==> config.mk <==
export PLATFORM = sky130hd
export DESIGN_NAME = mem_rob_arbiter
export DESIGN_NICKNAME = d
export VERILOG_FILES = /design/src/rtl/mem_rob_arb_pkg.sv /design/src/rtl/mem_rob_arbiter_rr_arbiter.sv /design/src/rtl/mem_rob_arbiter.sv
export SDC_FILE = /design/constraint.sdc
export NUM_CORES = 1
export LEC_CHECK = 0
export ABC_AREA = 1
export CAP_MARGIN = 10
export CORE_MARGIN = 4
export CORE_UTILIZATION = 50
export DETAILED_ROUTE_END_ITERATION = 12
export GPL_TIMING_DRIVEN = 0
export PLACE_DENSITY = 0.81
export SETUP_SLACK_MARGIN = 0.4
export SYNTH_ARGS = -nofsm -noshare
export SYNTH_HDL_FRONTEND = slang
export SYNTH_SLANG_ARGS = --single-unit
==> constraint.sdc <==
create_clock -name clk -period 3.7 [get_ports clk]
set_clock_uncertainty 0.15 [all_clocks]
set_input_delay 0.74 -clock clk [delete_from_list [all_inputs] [get_ports clk]]
set_output_delay 0.74 -clock clk [all_outputs]
set_load 0.02 [all_outputs]
==> src/rtl/mem_rob_arb_pkg.sv <==
// Shared configuration, types and round-robin helpers for the mem_rob arbiter.
// The localparams here fix the configuration that the sub-blocks are sized for.
package mem_rob_arb_pkg;

    localparam int ARB_NREQ    = 4;
    localparam int ARB_AW      = 8;
    localparam int ARB_DW      = 8;
    localparam int ARB_ROB_N   = 16;
    localparam int ARB_MAX_OUT = ARB_ROB_N - 1;

    localparam int IDX_W  = (ARB_NREQ > 1) ? $clog2(ARB_NREQ) : 1;
    localparam int CNT_W  = $clog2(ARB_MAX_OUT + 1);
    localparam int FPTR_W = (ARB_MAX_OUT > 1) ? $clog2(ARB_MAX_OUT) : 1;

    typedef logic [IDX_W-1:0]    req_idx_t;
    typedef logic [CNT_W-1:0]    cnt_t;
    typedef logic [FPTR_W-1:0]   fptr_t;
    typedef logic [ARB_NREQ-1:0] req_vec_t;

    // One-hot grant: first asserted request at or after ptr, wrapping upward.
    function automatic req_vec_t rr_next(input req_idx_t ptr, input req_vec_t req);
        req_vec_t g;
        logic     found;
        int       idx;
        g     = '0;
        found = 1'b0;
        for (int k = 0; k < ARB_NREQ; k++) begin
            idx = (int'(ptr) + k) % ARB_NREQ;
            if (!found && req[idx]) begin
                g[idx] = 1'b1;
                found  = 1'b1;
            end
        end
        return g;
    endfunction

    function automatic req_idx_t onehot_to_idx(input req_vec_t oh);
        req_idx_t r;
        r = '0;
        for (int k = 0; k < ARB_NREQ; k++) begin
            if (oh[k]) r = req_idx_t'(k);
        end
        return r;
    endfunction

    function automatic req_idx_t idx_inc(input req_idx_t i);
        return (int'(i) == ARB_NREQ - 1) ? '0 : i + req_idx_t'(1);
    endfunction

endpackage

==> src/rtl/mem_rob_arbiter_rr_arbiter.sv <==
// Round-robin grant generator with its priority pointer; the grant is
// suppressed entirely while en is low.
module rr_arbiter
    import mem_rob_arb_pkg::*;
(
    input  logic                clk,
    input  logic                rstn,
    input  logic                en,
    input  logic [ARB_NREQ-1:0] req,
    output logic [ARB_NREQ-1:0] grant,
    output logic [IDX_W-1:0]    grant_idx,
    output logic                grant_any
);

    req_idx_t ptr;

    always_comb begin
        grant     = en ? rr_next(ptr, req) : '0;
        grant_idx = onehot_to_idx(grant);
        grant_any = |grant;
    end

    // Pointer moves just past the winner so it has lowest priority next time.
    always_ff @(posedge clk or negedge rstn) begin
        if (!rstn) begin
            ptr <= '0;
        end else if (grant_any) begin
            ptr <= idx_inc(grant_idx);
        end
    end

endmodule

==> src/rtl/mem_rob_arbiter.sv <==
// Shares one mem_rob among NREQ read requesters: round-robin issue with credit
// limiting, and an in-order tag FIFO that steers each response to its owner.
module mem_rob_arbiter
    import mem_rob_arb_pkg::*;
#(
    parameter int NREQ    = ARB_NREQ,
    parameter int AW      = ARB_AW,
    parameter int DW      = ARB_DW,
    parameter int ROB_N   = ARB_ROB_N,
    parameter int MAX_OUT = ROB_N - 1
) (
    input  logic                         clk,
    input  logic                         rstn,
    input  logic [NREQ-1:0]              req_vld,
    input  logic [NREQ*AW-1:0]           req_addr,
    output logic [NREQ-1:0]              req_rdy,
    output logic [NREQ-1:0]              rsp_vld,
    output logic [DW-1:0]                rsp_data,
    output logic                         rob_read_req,
    output logic [AW-1:0]                rob_read_addr,
    input  logic [DW-1:0]                rob_read_data,
    input  logic                         rob_read_valid,
    output logic [$clog2(MAX_OUT+1)-1:0] outstanding,
    output logic                         err_spurious
);

    localparam int OW = $clog2(MAX_OUT + 1);
    localparam int PW = (MAX_OUT > 1) ? $clog2(MAX_OUT) : 1;

    logic           can_issue;
    logic [NREQ-1:0] grant;
    req_idx_t       grant_idx;
    logic           grant_any;

    req_idx_t       tag_mem [MAX_OUT];
    logic [PW-1:0]  wr_ptr;
    logic [PW-1:0]  rd_ptr;
    logic           fifo_empty;
    logic           pop;
    req_idx_t       head_tag;

    // Reset gating keeps every handshake output low while rstn is asserted.
    assign can_issue = rstn && (outstanding < OW'(MAX_OUT));

    rr_arbiter u_arb (
        .clk       (clk),
        .rstn      (rstn),
        .en        (can_issue),
        .req       (req_vld),
        .grant     (grant),
        .grant_idx (grant_idx),
        .grant_any (grant_any)
    );

    assign req_rdy      = grant;
    assign rob_read_req = grant_any;

    always_comb begin
        rob_read_addr = '0;
        for (int i = 0; i < NREQ; i++) begin
            if (grant[i]) rob_read_addr = req_addr[i*AW +: AW];
        end
    end

    // FIFO occupancy is exactly the in-flight count, so outstanding doubles as it.
    assign fifo_empty = (outstanding == '0);
    assign pop        = rob_read_valid && !fifo_empty;
    assign head_tag   = tag_mem[rd_ptr];

    always_comb begin
        rsp_vld = '0;
        for (int i = 0; i < NREQ; i++) begin
            rsp_vld[i] = pop && (head_tag == req_idx_t'(i));
        end
        rsp_data = pop ? rob_read_data : '0;
    end

    always_ff @(posedge clk) begin
        if (grant_any) tag_mem[wr_ptr] <= grant_idx;
    end

    // Pointers wrap by compare-and-clear since MAX_OUT is usually not a power of two.
    always_ff @(posedge clk or negedge rstn) begin
        if (!rstn) begin
            wr_ptr       <= '0;
            rd_ptr       <= '0;
            outstanding  <= '0;
            err_spurious <= 1'b0;
        end else begin
            if (grant_any) begin
                wr_ptr <= (wr_ptr == PW'(MAX_OUT - 1)) ? '0 : wr_ptr + PW'(1);
            end
            if (pop) begin
                rd_ptr <= (rd_ptr == PW'(MAX_OUT - 1)) ? '0 : rd_ptr + PW'(1);
            end
            case ({grant_any, pop})
                2'b10:   outstanding <= outstanding + OW'(1);
                2'b01:   outstanding <= outstanding - OW'(1);
                default: outstanding <= outstanding;
            endcase
            if (rob_read_valid && fifo_empty) err_spurious <= 1'b1;
        end
    end

    overflow_chk: assert property (@(posedge clk) disable iff (!rstn)
        grant_any |-> (outstanding < OW'(MAX_OUT)));

endmodule

**Word-level counts from Yosys, hierarchy flattened**

Memory sizes are Yosys's and may differ from the RTL's.
Cells that the tools add are included.

- Bits in registers: 15
- Input port bits: 47
- Memories: 1
- Bits in writable memories: 30
- Output and inout bits: 30

Memory list:

| memory | depth | width | read ports | clocked after Yosys merged registers in | wr ports | RTL line | text |
|---|---|---|---|---|---|---|---|
| tag_mem | 15 | 2 | 1 | 0 | 1 | mem_rob_arbiter.sv:35 | `req_idx_t tag_mem [MAX_OUT];` |

- Reduce and logical (&&, ||, !) cells: 25
- Multiplexer cells: 41
- $lt $le $gt $ge: 9
- Eq/ne operators: 8
- Add/sub/neg operators: 8
- Bitwise logic cells: 6

Operator list:

| kind | number |
|---|---|
| $mux W8 | 5 |
| $mux W4 | 7 |
| $mux W1 | 17 |
| $logic_and A1 B1 Y1 | 14 |
| $add A4 B1 Y4 const B | 3 |
| $lt A3 B4 Y1 const B | 3 |
| $or A4 B4 Y4 | 3 |
| $ge A3 B1 Y1 const B | 3 |
| $bmux W1 S2 | 4 |
| $demux W1 S2 | 4 |
| $eq A4 B4 Y1 const B | 2 |
| $pmux W4 S2 | 1 |
| $eq A2 B1 Y1 const B | 3 |
| $eq A2 B2 Y1 const B | 3 |
| $mux W2 | 3 |
| $reduce_or A2 Y1 | 3 |
| $add A2 B1 Y2 const B | 2 |
| $add A2 B2 Y2 const B | 2 |
| $logic_not A1 Y1 | 4 |
| $logic_not A4 Y1 | 1 |
| $lt A4 B4 Y1 const B | 1 |
| $reduce_or A4 Y1 | 1 |
| $sub A4 B1 Y4 const B | 1 |
| $and A1 B1 Y1 const A | 3 |
| other kinds (4) | 4 |

**Depth between registers and ports, before layout**

- Word-level depth: 20
- Mapped depth: 22
- Mapped depth without buffers: 20

**Modules after synthesis**

A second synthesis with hierarchy kept.

- Cells, all modules: 393
- Area total of the unflattened synthesis: 3078.0 µm²

Modules (own cells, without submodules):

| module | cells each | instances | seq. area each (µm²) | area each (µm²) |
|---|---|---|---|---|
| mem_rob_arbiter | 296 | 1 | 1226.2 | 2462.4 |
| rr_arbiter | 97 | 1 | 50.0 | 615.6 |

**Least setup slack after synthesis**

OpenSTA, ideal clock, no wires.

- Path kind: register to register
- Start point: register u_arb.ptr[1]
- End point: register outstanding[3]
- Arrival: 2876 ps
- Required time: 3420 ps
- Stages on the path, launching flop included: 20
- Setup slack: 544 ps
- Path through: dfrtp_1 -> inv_2 -> ha_1 -> inv_1 -> nand3_1 -> nand2_1 -> nand2_4 -> nor2_8 -> nand2_2 -> nand3_4 -> nand2_4 -> nand2_4 -> nor2_4 -> buf_6 -> ha_1 -> xnor2_1 -> nand3b_1 -> o31ai_1 -> o211ai_1 -> xnor2_1

- Word-level cells in the longest chain between the ends: 17

RTL lines:

| item | RTL line | text |
|---|---|---|
| start, declared | mem_rob_arbiter_rr_arbiter.sv:15 | `req_idx_t ptr;` |
| start signal, assigned | mem_rob_arbiter_rr_arbiter.sv:28 | `ptr <= idx_inc(grant_idx);` |
| $add A2 B1 Y2 | mem_rob_arb_pkg.sv:28 | `idx = (int'(ptr) + k) % ARB_NREQ;` |
| $reduce_or A2 Y1 (no line) | n/a |  |
| $and A1 B1 Y1 (no line) | n/a |  |
| $lt A3 B4 Y1 (implied by the code) or $ge A3 B1 Y1 (tied branches) | mem_rob_arb_pkg.sv:30 | `g[idx] = 1'b1;` |
| $logic_and A1 B1 Y1 (implied by the code) | mem_rob_arb_pkg.sv:30 |  |
| $mux W1 (implied by the code) | mem_rob_arb_pkg.sv:30 |  |
| $demux W1 S2 | n/a |  |
| $or A4 B4 Y4 (no line) | n/a |  |
| $mux W4 | mem_rob_arb_pkg.sv:29 | `if (!found && req[idx]) begin` |
| $or A4 B4 Y4 (no line) | n/a |  |
| $mux W4 | mem_rob_arb_pkg.sv:29 |  |
| $or A4 B4 Y4 (no line) | n/a |  |
| $mux W4 (*) | mem_rob_arb_pkg.sv:29 |  |
| $mux W4 (*) | mem_rob_arbiter_rr_arbiter.sv:18 | `grant = en ? rr_next(ptr, req) : '0;` |
| $reduce_or A4 Y1 (*) | mem_rob_arbiter_rr_arbiter.sv:20 | `grant_any = \|grant;` |
| $eq A2 B1 Y1 or $eq A2 B2 Y1 (tied branches) | mem_rob_arbiter.sv:96 | `case ({grant_any, pop})` |
| $pmux W4 S2 or $reduce_bool A2 Y1 (tied branches) | n/a |  |
| end signal, assigned | mem_rob_arbiter.sv:97 | `2'b10: outstanding <= outstanding + OW'(1);` |
| end signal, assigned | mem_rob_arbiter.sv:98 | `2'b01: outstanding <= outstanding - OW'(1);` |
| end signal, assigned | mem_rob_arbiter.sv:99 | `default: outstanding <= outstanding;` |
| end, declared | mem_rob_arbiter.sv:23 | `output logic [$clog2(MAX_OUT+1)-1:0] outstanding,` |

Every way passes the cells marked *; elsewhere a longest branch is shown, timed or not. The select of a mux whose other input is x is not followed.
A chain may end at the register's enable or synchronous reset.

**Final worst setup path**

- Start point: input port req_vld[0]
- End point: output port rob_read_addr[6]

- Word-level cells in the longest chain between the ends: 17

RTL lines:

| item | RTL line | text |
|---|---|---|
| start, declared | mem_rob_arbiter.sv:14 | `input logic [NREQ-1:0] req_vld,` |
| $bmux W1 S2 | mem_rob_arb_pkg.sv:29 |  |
| $mux W1 (implied by the code) | mem_rob_arb_pkg.sv:29 |  |
| $mux W1 | mem_rob_arb_pkg.sv:29 |  |
| $logic_not A1 Y1 | mem_rob_arb_pkg.sv:29 |  |
| $logic_and A1 B1 Y1 | mem_rob_arb_pkg.sv:29 |  |
| $mux W1 | mem_rob_arb_pkg.sv:29 |  |
| $logic_not A1 Y1 | mem_rob_arb_pkg.sv:29 |  |
| $logic_and A1 B1 Y1 | mem_rob_arb_pkg.sv:29 |  |
| $mux W1 | mem_rob_arb_pkg.sv:29 |  |
| $logic_not A1 Y1 | mem_rob_arb_pkg.sv:29 |  |
| $logic_and A1 B1 Y1 | mem_rob_arb_pkg.sv:29 |  |
| $mux W4 (*) | mem_rob_arb_pkg.sv:29 |  |
| $mux W4 (*) | mem_rob_arbiter_rr_arbiter.sv:18 |  |
| $mux W8 (3 in series) | mem_rob_arbiter.sv:61 | `if (grant[i]) rob_read_addr = req_addr[i*AW +: AW];` |
| $mux W8 (*) | mem_rob_arbiter.sv:61 |  |
| end, declared | mem_rob_arbiter.sv:20 | `output logic [AW-1:0] rob_read_addr,` |

Marked as above.

==> qor_table.md <==
| Metric | Reported |
|:---|:---|
| Result of the run | finished, final reports clean |
| Syn nets | 473 |
| Start of the worst register-to-register path | u_arb.ptr[0] |
| R2R setup slack | 0.44 ns |
| Prevailing post-synth register cell | edfxtp_1 |
| Number of global-route vias before repair | 2963 |
| DRT iter0 DRCs | 250 |
| Port bufs | 76 |
| Number of rows created at floorplan | 28 |
| Detailed-router iteration count before antenna repair | 4 |
| Met2 Resource Use GR | 0.3692 |
| Worst Max-Slew Pin Slew | 0.6124 ns |
| Hold/Removal Path Class | input port to async pin |
| Time the worst path needs with I/O delays and setup | 3.339 ns |
| Crit path required time | 2.81 ns |
| Chip Height | 87.82 µm |
| Average wire per cell in the routed design | 13.72 µm |
| Worst IR drop on VDD | 0.6486 mV |
| Area growth from synthesis to layout | 39.40% |
| Final Hold Violating Endpoints | 0 |
| Remaining global-route overflow | 0 |
| Global-route track usage on met3 | 0.05456 |
| P_leak | 2.197 nW |
| DIE AREA | 0.007712 mm² |
| # H-tree levels | 2 |
| Post-DP HPWL | 5915 µm |
| Global routing met1 resource utilization | 0.2688 |
| Largest net degree at the start of global routing | 18 |
| GRT Overall Usage | 0.2147 |
| Netlist area before placement | 0.003186 mm² |
| Vias per Instance | 5.177 |
| Area of the core | 0.006061 mm² |
| Worst slew margin relative to its limit | 0.5880 |
| Upper clock frequency limit | 0.2995 GHz |
| Via count of the routed design | 3096 |
| Mean post-synth cell area | 7.658 µm² |
| CTS Root Buffer Type | clkbuf_8 |
| Total power after layout | 4.591 mW |
| Antenna violations before repair | 0 |
| Post-route DRC violation count | 0 |
| Warning count from the yosys run | 0 |
| Number of top-level pins | 77 |
| Proportion of layout cells with a drive suffix above 1 | 0.2199 |
| Maximum fanout along the worst path | 5 |
| Number of flops mapped to enable cells by yosys | 30 |
| Tcrit/Tclk final | 0.9024 |
| Worst-path clk slew | 0.10 ns |
| Terminus of the critical flop-to-flop path | outstanding[3] |
| Critical Path Start Type | input port |
| Antenna diode count | 0 |
| Arrival time of data at the critical path endpoint | 2.45 ns |
| Layer carrying the most global-route usage | met2 |
| Most frequent standard cell in the layout excluding fill and tap cells | nand2_1 |
| Setup violators final | 0 |
| TritonCTS Sinks | 45 |
| Global-route wire length before repair | 13230 µm |
| Clock tree from TritonCTS | done |
| Wirelength, routed | 8204 µm |
| Nets | 579 |
| Synthesized instance count | 416 |
| TritonCTS buffer count | 5 |
| Maximum count of clock buffers along a single path | 2 |
| Routability-driven placement congestion ratio | 0.8827 |
| CP endpoint kind | output port |
| Sum Neg Setup Slack | 0 ns |
| Post-synthesis sequential area ratio | 0.4006 |
| Number of filler instances in the final layout | 460 |
| Setup repair after global routing missed its margin | true |
| R2r worst-path depth | 20 |
| Count of different cell masters after synthesis | 38 |
| Skew-Pair Late Insertion Delay | 0.31 ns |
| Initial core utilization | 0.5256 |
| X dimension of the die | 87.82 µm |
| Number of storage elements in the synthesis netlist | 45 |
| Max-cap violation count | 0 |
| Final Slew Violations | 0 |
| P per Cell Area | 1034 mW/mm² |
| Top library cells by usage in the layout, fill and taps aside | nand2_1, inv_1, clkdlybuf4s50_1 |
| Kind of critical path | input port to output port |
| Antenna viol nets, final | 0 |
| Share of synthesized flip-flops with an asynchronous set or reset | 0.3333 |
[flip-flops by register name, indices dropped and copies added (netlist names)]
name,flops
u_arb.ptr,2
outstanding,4
err_spurious,1
tag_mem,30
wr_ptr,4
rd_ptr,4
[power breakdown]
group	switching [mW]	internal, mW
clock	0.189	0.143
combinational	1.99	1.37
sequential	0.118	0.777
[layout make-up]
cell class | count | area [µm²] | area share
Sequential cell | 45 | 1277 | 0.2877
Clock inverter | 3 | 28.78 | 0.006481
Multi-Input combinational cell | 298 | 1742 | 0.3922
Buffer | 12 | 106.4 | 0.02395
Clock buffer | 5 | 68.82 | 0.01550
Inverter | 62 | 246.5 | 0.05551
Tap cell | 75 | 93.84 | 0.02113
Timing Repair Buffer | 98 | 877.1 | 0.1975
[synth_stat cells (all sizes together) (2+ instances only)]
library cell,n,area share
a21oi,7,0.011
xnor2,4,0.011
nor3,14,0.022
inv,61,0.073
dfrtp,15,0.12
or2,3,0.0059
edfxtp,30,0.28
nand2,130,0.18
o21ai,18,0.028
buf,8,0.018
nand3,51,0.097
o211ai,4,0.0094
clkbuf,4,0.0047
xor2,2,0.0055
nor2,40,0.057
ha,10,0.039
a221oi,2,0.0055
o2111ai,3,0.0082
[routing by layer]
layer	part of all wire	wire length, µm	vias up
met5	0	0	-
met4	0.011	89	0
met3	0.080	658	9
met2	0.49	3982	116
met1	0.42	3473	1406
li1	-	-	1565
[worst max-delay path by stage]
stage / start / to / slack, ns / cells past startpoint
finish: req_vld[0] / rob_read_addr[6] / 0.36 / 16
global route: req_vld[0] / rob_read_addr[6] / 0.26 / 16
CTS: rstn / rob_read_addr[6] / 0.28 / 11
detailed placement: rstn / rob_read_addr[6] / -1.16 / 10
global placement: rstn / rob_read_addr[3] / -1.10 / 10
floorplan: u_arb.ptr[1] / outstanding[3] / 0.54 / 19
[repair_timing]
item                                    in CTS  in global routing
resized for setup                           93                 64
setup buffers                                9                 12
hold buffers                                 0                  0
endpoints found under the setup margin      59                 20
cloned                                       0                  2
endpoints found under the hold margin        0                  0
pin swaps                                    5                 17
[critical path, stage by stage]
cell and delay [ns]:
dlygate4sd2_1 0.27, inv_1 0.06, nand2_1 0.08, nand3_1 0.10, nand2_1 0.10, nand2_2 0.09, nor2_8 0.15, nand2_1 0.09
nand3_2 0.12, nand2_4 0.12, buf_6 0.15, nand2_2 0.05, inv_1 0.03, o21ai_1 0.08, nand2_1 0.08, buf_6 0.13
[through the flow]
stage | util | hold WS, ns | setup slack (ns) | cell area (µm²) | instances
after floorplan | - | 0.2944 | 0.5438 | 3186 | 416
after global placement | 0.6666 | 0.2888 | -1.101 | 4040 | 567
after detailed placement | 0.6666 | 0.3019 | -1.159 | 4040 | 567
after CTS | 0.6980 | 0.1345 | 0.2827 | 4230 | 584
after global routing | 0.7327 | 0.1268 | 0.2558 | 4441 | 598
final | 0.7327 | 0.1315 | 0.3611 | 4441 | 598
[kinds of logic after synthesis]
kind of cell	count (synthesis)	share of synthesized area
and+or+nand+nor	241	0.3700
buffers and inverters	74	0.09740
DFF	45	0.4006
AOI/OAI and AO/OA	40	0.07621
adders and majority gates	10	0.03928
xor gates and xnor gates	6	0.01650
Power figures use the tool's default switching activity.
==> RTL edit (same flow settings) <==
Reset style: synchronous (`rstn`), changed in 2 clocked blocks.
--- a/src/rtl/mem_rob_arbiter_rr_arbiter.sv
+++ b/src/rtl/mem_rob_arbiter_rr_arbiter.sv
@@ -23,3 +23,3 @@
     // Pointer moves just past the winner so it has lowest priority next time.
-    always_ff @(posedge clk or negedge rstn) begin
+    always_ff @(posedge clk) begin
         if (!rstn) begin
--- a/src/rtl/mem_rob_arbiter.sv
+++ b/src/rtl/mem_rob_arbiter.sv
@@ -82,3 +82,3 @@
     // Pointers wrap by compare-and-clear since MAX_OUT is usually not a power of two.
-    always_ff @(posedge clk or negedge rstn) begin
+    always_ff @(posedge clk) begin
         if (!rstn) begin
Behaviour: differs if rstn is asserted again (counterexample within 4 cycles, from zero or initial values and one cycle with rstn low); with rstn held inactive, the same outputs for 4 cycles.
==> RTL edit against the original RTL <==
- worst setup slack lost 0.0024 ns
- synthesized area shrank 5.1%
- final area shrank 5.8%
- wire length shrank 5.9%
- critical path depth down 5
- power is 34% lower
- sequential cell count rose by 4
- critical endpoint is now rob_read_req
- clock power up 5%
- global-route usage is 0.072 points higher
- cell count shrank 5.5%
- register-to-register slack gained 0.20 ns
- largest cell class unchanged
==> RTL edit: results (changes against the original RTL) <==
Multi-input gate area=1570 sq um (-10%); ranking of synthesized cells by area=edfxtp_1 (30%), dfxtp_1 (13%), nand2_1 (8.7%); Post-synth ARST share=0% (-33 points); met2 Usage GRT=39.8% (+2.9 points); met1 usage=24.3% (-2.6 points); dpl hpwl=5.57 mm (-5.8%); Min-Delay Path Class=register to register; multi-input gates=273 (-8.4%); Total Routing Usage GR=21.5% (+0.072 points); Vias/cell=5.21 (+0.61%); largest net degree at the start of global routing=17 (-1); drt first-iter violations=144 (-42%); most frequent cells after synthesis=nand2_1 (70), inv_1 (57), nor2_1 (55); maximum vdd drop=491 uV (-24%); vias in the first global route=2921 (-1.4%); Worst Max-Slew Pin Slew=1.08 ns (+0.467 ns); Worst-path clk slew=~0.090 ns; reg2reg path depth=19 (-5.0%); cts bufs inserted=5 (unchanged); Post-CTS Setup Bufs=7 (-2); CP peak stage delay=0.34 ns (+0.07 ns); status=complete, no violations; fillers=466 (+1.3%); met2 wire length=4.03 mm (+1.3%); DP Cell Count=546 (-3.7%); M1 wire length=3.02 mm (-13%); seq_cells=49 (+8.9%); Top Layer Used=met4; drt wl/cell=13.7 um (-0.35%); GR peak layer=met2; share of cells above drive strength 1=17.6% (-4.4 points); Setup WS pre-CTS=-0.536 ns (+0.623 ns); DRT Wirelength=7.72 mm (-5.9%); Seq/Total Area, Yosys=42.4% (+2.3 points); Signal buffers=94 (-15%); Post-synth EDFFs=30 (unchanged); slowest CP cell=dlygate4sd2_1; Top delay family on crit path=buffers and inverters; Reg area=1290 sq um (+0.88%); synth unique cells=31 (-18%); clock latency on the worst-skew pair=around 0.30 ns; Pre-antenna DRT Iters=5 (+1); Data buffer area share=20.9% (-1.3 points); Gate Count Post-Synth=395 (-5.0%); met3 WL=577 um (-12%); max FFs per register=30 (unchanged); grt met3 use=5.76% (+0.31 points); Pleak=0.00191 uW (-13%); clk buf depth=2 (unchanged); global-route wire length before repair=12.9 mm (-2.8%); CTS root buffer=clkbuf_8; Layout clock area frac=2.45% (+0.26 points); inverters=66 (+6.5%); Worst Hold Depth=2; gpl congestion=0.896 (+1.5%); Post-Synthesis Net Count=452 (-4.4%); CLK BUF=7 (+2); CTS resizes=85 (-8.6%); peak fanout along the critical path=7 (+2)
-- RTL edit: worst register-to-register path: cells and delay by family, from the launching register on --
| family | cells | cell delay (ns) |
|---|---|---|
| AO/OA/AOI/OAI | 2 | 0.20 |
| XOR/XNOR | 2 | 0.34 |
| adder cells (fa/ha/maj) | 3 | 0.65 |
| buffers and inverters | 4 | 0.38 |
| flip-flops | 1 | 0.38 |
| AND/OR/NAND/NOR | 8 | 0.85 |
-- RTL edit: final timing paths --
check / start / endpoint / slack [ns]
worst max-delay path: req_vld[3] / rob_read_req / 0.36
worst min-delay path: err_spurious / err_spurious / 0.33
worst max register to register: u_arb.ptr[1] / outstanding[2] / 0.64
worst min register to register: err_spurious / err_spurious / 0.33
-- RTL edit: power by group --
part / internal (uW) / leakage (uW) / total [uW] / switching, uW
combinational: 721 / 0.00142 / 1870 / 1140
clock: 174 / 0.0000534 / 349 / 176
sequential: 726 / 0.000434 / 799 / 73.5
total: 1620 / 0.00191 / 3010 / 1390
-- RTL edit: kinds of logic (layout without fill, tap and decap cells) --
| family | count (synthesis) | in the layout | synth area share (%) |
|---|---|---|---|
| and+or+nand+nor | 188 | 188 | 29.7 |
| buffers and inverters | 73 | 168 | 9.60 |
| AOI/OAI and AO/OA | 71 | 71 | 13.0 |
| DFF | 49 | 49 | 42.4 |
| adders and majority gates | 10 | 10 | 4.14 |
| xor gates and xnor gates | 4 | 4 | 1.16 |
-- RTL edit: through the flow --
step           hold WS, ns  cell area [sq um]  power, uW
5_1_grt              0.340               4180       3250
2_1_floorplan        0.319               3020       1930
4_1_cts              0.317               4070       2910
6_report             0.326               4180       3010
3_3_place_gp         0.286               3880       2480
3_5_place_dp         0.301               3880       2520
